[config.mk]
export PLATFORM = sky130hd
export DESIGN_NAME = serial_subtractor_ctrl
export DESIGN_NICKNAME = d
export VERILOG_FILES = /design/src/rtl/serial_sub_pkg.sv /design/src/rtl/full_subtractor_mux2x1.sv /design/src/rtl/mux2x1.sv /design/src/rtl/serial_subtractor_ctrl.sv
export SDC_FILE = /design/constraint.sdc
export NUM_CORES = 1
export LEC_CHECK = 0
export CAP_MARGIN = 5
export CORE_ASPECT_RATIO = 1.75
export CORE_MARGIN = 2
export CORE_UTILIZATION = 45
export CTS_BUF_LIST = sky130_fd_sc_hd__clkbuf_8
export DETAILED_ROUTE_END_ITERATION = 16
export GPL_TIMING_DRIVEN = 0
export MAX_ROUTING_LAYER = met4
export PLACE_DENSITY = 0.73
export SYNTH_ARGS = -nofsm -noshare
export SYNTH_HDL_FRONTEND = slang
export SYNTH_SLANG_ARGS = --single-unit
[constraint.sdc]
create_clock -name clk -period 3.1 [get_ports clk]
set_input_delay 0.465 -clock clk [delete_from_list [all_inputs] [get_ports clk]]
set_output_delay 0.465 -clock clk [all_outputs]
set_load 0.01 [all_outputs]
[src/rtl/serial_sub_pkg.sv]
// Shared types and defaults for the bit-serial subtractor controller.
package serial_sub_pkg;

   typedef enum logic [1:0] {
      IDLE  = 2'd0,
      SHIFT = 2'd1,
      DONE  = 2'd2
   } state_t;

   localparam int DEFAULT_WIDTH = 8;

endpackage

[src/rtl/full_subtractor_mux2x1.sv]
// Combinational 1-bit full subtractor built only from 2:1 muxes.
// p = x^y selects between propagating the incoming borrow (p=0) and
// generating/killing it from y (p=1, where x!=y so ~x&y reduces to y).
module full_subtractor_mux2x1 (
   input  logic x,
   input  logic y,
   input  logic bin,
   output logic d,
   output logic bout
);

   logic p;
   logic y_n;
   logic bin_n;

   assign y_n   = ~y;
   assign bin_n = ~bin;

   mux2x1 u_xor_xy (.sel(x), .in0(y),   .in1(y_n),   .y(p));
   mux2x1 u_xor_d  (.sel(p), .in0(bin), .in1(bin_n), .y(d));
   mux2x1 u_borrow (.sel(p), .in0(bin), .in1(y),     .y(bout));

endmodule

[src/rtl/mux2x1.sv]
// 2:1 multiplexer primitive used to build the subtractor cell.
module mux2x1 (
   input  logic sel,
   input  logic in0,
   input  logic in1,
   output logic y
);

   assign y = sel ? in1 : in0;

endmodule

[src/rtl/serial_subtractor_ctrl.sv]
// Bit-serial a-b controller: walks one full-subtractor cell over WIDTH bits,
// LSB first, with a start/busy/done handshake.
// Optional build macro SERIAL_SUB_SAT_EN: clamp diff to 0 on underflow.
module serial_subtractor_ctrl
   import serial_sub_pkg::*;
#(
   parameter int WIDTH = DEFAULT_WIDTH
) (
   input  logic             clk,
   input  logic             rst,
   input  logic             start,
   input  logic [WIDTH-1:0] a,
   input  logic [WIDTH-1:0] b,
   output logic             busy,
   output logic             done,
   output logic [WIDTH-1:0] diff,
   output logic             borrow_out
);

   localparam int CNT_W = $clog2(WIDTH);

   state_t             state, next_state;
   logic [WIDTH-1:0]   a_sh, b_sh, res, res_nxt;
   logic               brw;
   logic [CNT_W-1:0]   cnt;
   logic               d, bout, last;

   full_subtractor_mux2x1 u_cell (
      .x   (a_sh[0]),
      .y   (b_sh[0]),
      .bin (brw),
      .d   (d),
      .bout(bout)
   );

   assign last    = (cnt == CNT_W'(WIDTH - 1));
   assign res_nxt = {d, res[WIDTH-1:1]};
   assign busy    = (state != IDLE);
   assign done    = (state == DONE);

   // State register
   always_ff @(posedge clk or posedge rst) begin
      if (rst) state <= IDLE;
      else     state <= next_state;
   end

   // Next-state logic: start only matters in IDLE, DONE lasts one cycle
   always_comb begin
      next_state = state;
      case (state)
         IDLE:    if (start) next_state = SHIFT;
         SHIFT:   if (last)  next_state = DONE;
         DONE:    next_state = IDLE;
         default: next_state = IDLE;
      endcase
   end

   // Operand capture, serial shifting and result latching on the last bit
   always_ff @(posedge clk or posedge rst) begin
      if (rst) begin
         a_sh       <= '0;
         b_sh       <= '0;
         res        <= '0;
         brw        <= 1'b0;
         cnt        <= '0;
         diff       <= '0;
         borrow_out <= 1'b0;
      end else begin
         case (state)
            IDLE: begin
               if (start) begin
                  a_sh <= a;
                  b_sh <= b;
                  brw  <= 1'b0;
                  cnt  <= '0;
               end
            end
            SHIFT: begin
               a_sh <= a_sh >> 1;
               b_sh <= b_sh >> 1;
               res  <= res_nxt;
               brw  <= bout;
               if (last) begin
`ifdef SERIAL_SUB_SAT_EN
                  diff <= bout ? '0 : res_nxt;
`else
                  diff <= res_nxt;
`endif
                  borrow_out <= bout;
               end else begin
                  cnt <= cnt + CNT_W'(1);
               end
            end
            default: ;
         endcase
      end
   end

endmodule

**After elaboration in Yosys (flattened, before gate mapping)**

Index checks and enable logic that the tools add are counted.

- Register bits after elaboration: 39
- Bits of input ports: 19
- Output and inout bits: 11
- Word-level logic and storage cells: 39

- Add/sub/neg operators: 1
- Eq/ne operators: 6
- Muxes and demuxes: 15
- Bitwise operators: 2
- Reductions and logical operators: 7

Operator list:

| kind | number |
|---|---|
| one-hot mux 8 bit (2 select lines) | 2 |
| two-way mux 8 bit | 2 |
| two-way mux 3 bit | 2 |
| inequality test 2 bit, second input constant | 3 |
| one-hot mux 3 bit (2 select lines) | 1 |
| AND reduction 2 bit | 3 |
| two-way mux 1 bit | 4 |
| two-way mux 2 bit | 2 |
| one-hot mux 2 bit (2 select lines) | 1 |
| nonzero test 2 bit | 2 |
| adder 3 x 1 -> 3 bit, second input constant | 1 |
| equality test 3 bit, second input constant | 1 |
| AND reduction 3 bit | 1 |
| equality test 2 x 1 -> 1 bit, second input constant | 1 |
| equality test 2 bit, second input constant | 1 |
| zero test 2 bit | 1 |
| NOT 1 bit | 2 |
| one-hot mux 1 bit (2 select lines) | 1 |

**Longest topological paths before layout**

- Word-level depth: 4
- Depth in mapped cells: 6

**Cells and area by module**

From an unflattened synthesis, not the netlist that was laid out.

- Cell total of the unflattened synthesis: 146
- Area total of the unflattened synthesis: 1826.8 µm²

By module, submodules not included:

| module | times used | cells an instance | area each (µm²) | sequential area each (µm²) |
|---|---|---|---|---|
| serial_subtractor_ctrl | 1 | 141 | 1774.2 | 950.9 |
| mux2x1 | 3 | 1 | 15.0 | 0.0 |
| full_subtractor_mux2x1 | 1 | 2 | 7.5 | 0.0 |

**Worst setup path before layout**

Ideal clock, no wire load.

- Kind: register to register
- Start: register cnt[0]
- End: register cnt[0]
- Arrival: 1360 ps
- Required time: 2975 ps
- Setup slack: 1616 ps
- Stages on the path, launching flop included: 6
- Period minus slack after synthesis: 1484 ps
- Path through: dfrtp_1 -> ha_1 -> ha_1 -> nand2b_1 -> a21o_1 -> mux2_2

- Cells in the longest elaborated chain, start to end: 3
- Elaborated cells on any way between the ends: 6
- Classes of those cells: add/sub: 1; eq/ne: 2; mux: 2; reduce/logical: 1

Ends and longest elaborated chain:

| what | line | text |
|---|---|---|
| start: declaration | serial_subtractor_ctrl.sv:25 | `logic [CNT_W-1:0] cnt;` |
| start signal: assignment | serial_subtractor_ctrl.sv:91 | `cnt <= cnt + CNT_W'(1);` |
| adder 3 x 1 -> 3 bit / equality test 3 bit (equally long branches) | serial_subtractor_ctrl.sv:91, serial_subtractor_ctrl.sv:36 |  |
| two-way mux 3 bit / inequality test 2 bit (equally long branches) | n/a |  |
| one-hot mux 3 bit (2 select lines) / AND reduction 3 bit (equally long branches) | n/a |  |

Several ways; a longest one is shown, not always the timed one. The select of a mux whose other input is x is not followed.
A chain may end at the register's enable or synchronous reset.

**Worst setup path after layout**

- Start: register state[0]
- End: output port done

- Cells in the longest elaborated chain, start to end: 1

Ends and longest elaborated chain:

| what | line | text |
|---|---|---|
| start: declaration | serial_subtractor_ctrl.sv:22 | `state_t state, next_state;` |
| start signal: assignment | serial_subtractor_ctrl.sv:44 | `else state <= next_state;` |
| equality test 2 bit | serial_subtractor_ctrl.sv:39 | `assign done = (state == DONE);` |
| end: declaration | serial_subtractor_ctrl.sv:15 | `output logic done,` |

No other way between the ends.

==> impl.org <==
** Outcome
- The run finished with clean final reports.

** Synthesis
- Library cells used by synthesis :: 31
- Synth area leader :: dfrtp_1
- Averaged over all synthesized cells, the footprint is 10.9 µm².
- Most repeated cell in the gate-level netlist after synthesis :: dfrtp_1
- Post-Syn Nets :: 176
- In this run the cell area of the synthesized design comes to 0.00169 mm².
- In the synthesized netlist, the number of instances is 155.
- Dominant cells by area after synthesis :: dfrtp_1, nand2_1, a22oi_1, mux2_4, o21ai_0
- Sequential cell area fraction in the yosys report :: 56.3%
- The top cell type by area accounts for 56.3% of the synthesized area.
- Number of warnings printed during yosys synthesis :: 0
- Number of flops mapped to enable cells by yosys :: 0
- Async set-reset flop share out of synthesis :: 100%
- Synthesis inferred 38 register bits.
- Among all flip-flop cells after synthesis, the most frequent one is dfrtp_1.
- Counting instances in the post-synthesis netlist gives the leading cell types as dfrtp_1, nand2_1, a22oi_1, o21ai_0, o21ai_1.

** Placement
- The count of buffers added on input and output ports is 29.
- At the end of routability-driven placement, the weighted congestion stood at 0.848.
- Post-detail-place hpwl :: 2380 µm

** Die
- Die Span Y :: 85.1 µm
- 30 I/O pins were placed.
- The floorplan step set the die width to 50.3 µm.
- The floorplan step defined a die boundary enclosing 0.00428 mm².
- Placeable Area :: 0.00363 mm²
- The initial utilization of the core area, before any placement, comes to 46.6%.
- The floorplan has 29 rows.

** Pwr
- IR analysis of the VDD net gives a maximum drop of 0.492 mV.
- The analysis attributes to cell leakage a power of 0.00102 µW.
- Ratio of total power to cell area :: 956 mW/mm²

** Timing
- Post-route setup TNS :: 0 ns
- Max-slew violation total from the final report :: 0
- In this run the tightest slew margin relative to its limit is 39.0%.
- Static timing analysis puts the maximum clock frequency at 442 MHz.
- Setup violations remaining at the end of the flow were counted as 0.
- Part of the cycle the worst path needs :: 73.0%
- Transition at the pin with the smallest max-transition slack :: 0.914 ns
- Setup repair after global routing missed its margin :: no
- The final count of hold timing violations is 0.
- Tmin final :: 2.26 ns
- The clock arrives with 0.00702 ns of skew.

** Setup path
- The worst setup path is captured at a primary output.
- CP max FO :: 10
- Across all register-to-register paths, the minimum setup slack is 1.54 ns.
- At the worst endpoint, the required time is 2.63 ns.
- The worst setup path is launched from a register.
- Critical path class :: reg2out
- Signal arrival time at the worst endpoint :: 1.80 ns

** Layout
- The area growth from synthesis to layout is 27.9%.
- End-of-flow core utilization :: 59.6%
- Total number of nets in the final design :: 213
- Antenna cells :: 0
- Layout cells sized above 1 :: 15.0%

** Clocking
- After clock tree synthesis, the clock-pin slew on the worst setup and hold paths is 0.07 ns.
- In this run, post-CTS repair resized a total of 0 instances.
- The H-tree generated during clock tree synthesis spans 2 levels.
- The tree built by TritonCTS fans out to 38 sinks.
- Clock tree from TritonCTS :: built
- CTS max path bufs :: 2
- Hold repair after CTS inserted 0 buffers.
- Clock insertion delay at the later pin of the skew report :: 0.29 ns
- Number of buffers created by CTS :: 5
- In this run the post-CTS setup repair buffer count came out at 0.
- Root buf cell :: clkbuf_8

** Global routing
- Entering global routing, the biggest net connects 25 pins.
- Vias in the first global route :: 1237
- Global routing usage summed across all routing layers :: 16.9%
- Global route overflow :: 0
- The first global-routing pass estimated 5370 µm of wire.
- Initial antenna violation count :: 0

** Drt
- DRC violation count after routing :: 0
- Pre-antenna DRT Iters :: 4
- Per-cell via count in the routed design :: 5.21
- After detailed routing, the average wire length per cell comes to 13.2 µm.
- The routed design has 3150 µm of wire.
- For this block, the via count after detailed routing is 1246.
- Final antenna-violating net count :: 0
- First-iteration detailed-routing DRC count :: 26

** Run
- Across the run, the number of max-cap violations was 0.

** Hold path
- The path class of the tightest hold or removal check is reg2reg.
[worst max-delay path, stage by stage (launching register included)]
cell,delay [ns]
dfrtp_1,0.49
buf_6,0.19
buf_4,0.17
nor2_1,0.11
clkdlybuf4s50_1,0.55
[per-layer routing]
metal | track usage [%] | part of all wire, % | vias to the layer above
met1 | 18.5 | 40 | 602
li1 | - | - | 599
met4 | 9.58 | 2.8 | 0
met3 | 4.23 | 4.2 | 10
met5 | - | 0 | -
met2 | 27.4 | 53 | 35
[sequential cells by signal (all words and copies together), names as in the netlist]
register / count
a_sh: 8
b_sh: 8
borrow_out: 1
brw: 1
cnt: 3
diff: 8
res: 7
state: 2
[cell families after synthesis]
kind of cell	synth area share (%)
simple gates	13.5
compound gates	15.6
flops	56.3
buf+inv	5.03
mux	7.03
xor+xnor	1.04
fa+ha+maj	1.48
[per-stage QoR]
stage	hold WS [ns]	area [µm²]	power [µW]	std cells	setup WS (ns)
after floorplan	0.446	1690	1380	155	1.62
after global placement	0.464	2040	1630	230	1.02
after detailed placement	0.463	2050	1680	231	1.18
after CTS	0.482	2160	2090	239	0.839
after global routing	0.505	2160	2220	239	0.755
final	0.476	2160	2070	239	0.837
[cells in the final DEF, fill, tap and decap left out, types with 4 or more instances in the layout]
| cell | synthesis | routed |
|---|---|---|
| dfrtp_1 | 38 | 38 |
| nand2_1 | 37 | 37 |
| clkdlybuf4s50_1 | 0 | 29 |
| a22oi_1 | 12 | 12 |
| o21ai_0 | 8 | 8 |
| o21ai_1 | 8 | 8 |
| inv_1 | 7 | 7 |
| mux2_4 | 5 | 5 |
| clkbuf_8 | 0 | 5 |
| nor2_1 | 4 | 4 |
[worst paths after layout]
| kind | start | end | cells past startpoint |
|---|---|---|---|
| min in group asynchronous | rst | diff[0] | 2 |
| worst min-delay path | res[1] | res[1] | 2 |
| worst max register to register | cnt[0] | cnt[0] | 5 |
| worst max-delay path | state[0] | done | 4 |
| worst min register to register | res[1] | res[1] | 2 |
| max in group asynchronous | rst | res[4] | 3 |
[layout make-up]
cell class | instances | area (µm²)
clock inverters | 3 | 40.0
inverters | 7 | 26.3
well taps | 46 | 57.6
multi-input cells | 102 | 654
repair buffers | 30 | 305
flip-flops and latches | 38 | 951
fillers | 305 | 1470
plain buffers | 8 | 58.8
clock buffers | 5 | 68.8
[power breakdown]
group / switching, µW / internal (µW)
registers: 151 / 711
clock network: 172 / 237
logic: 364 / 432
(Power assumes the default switching activity.)
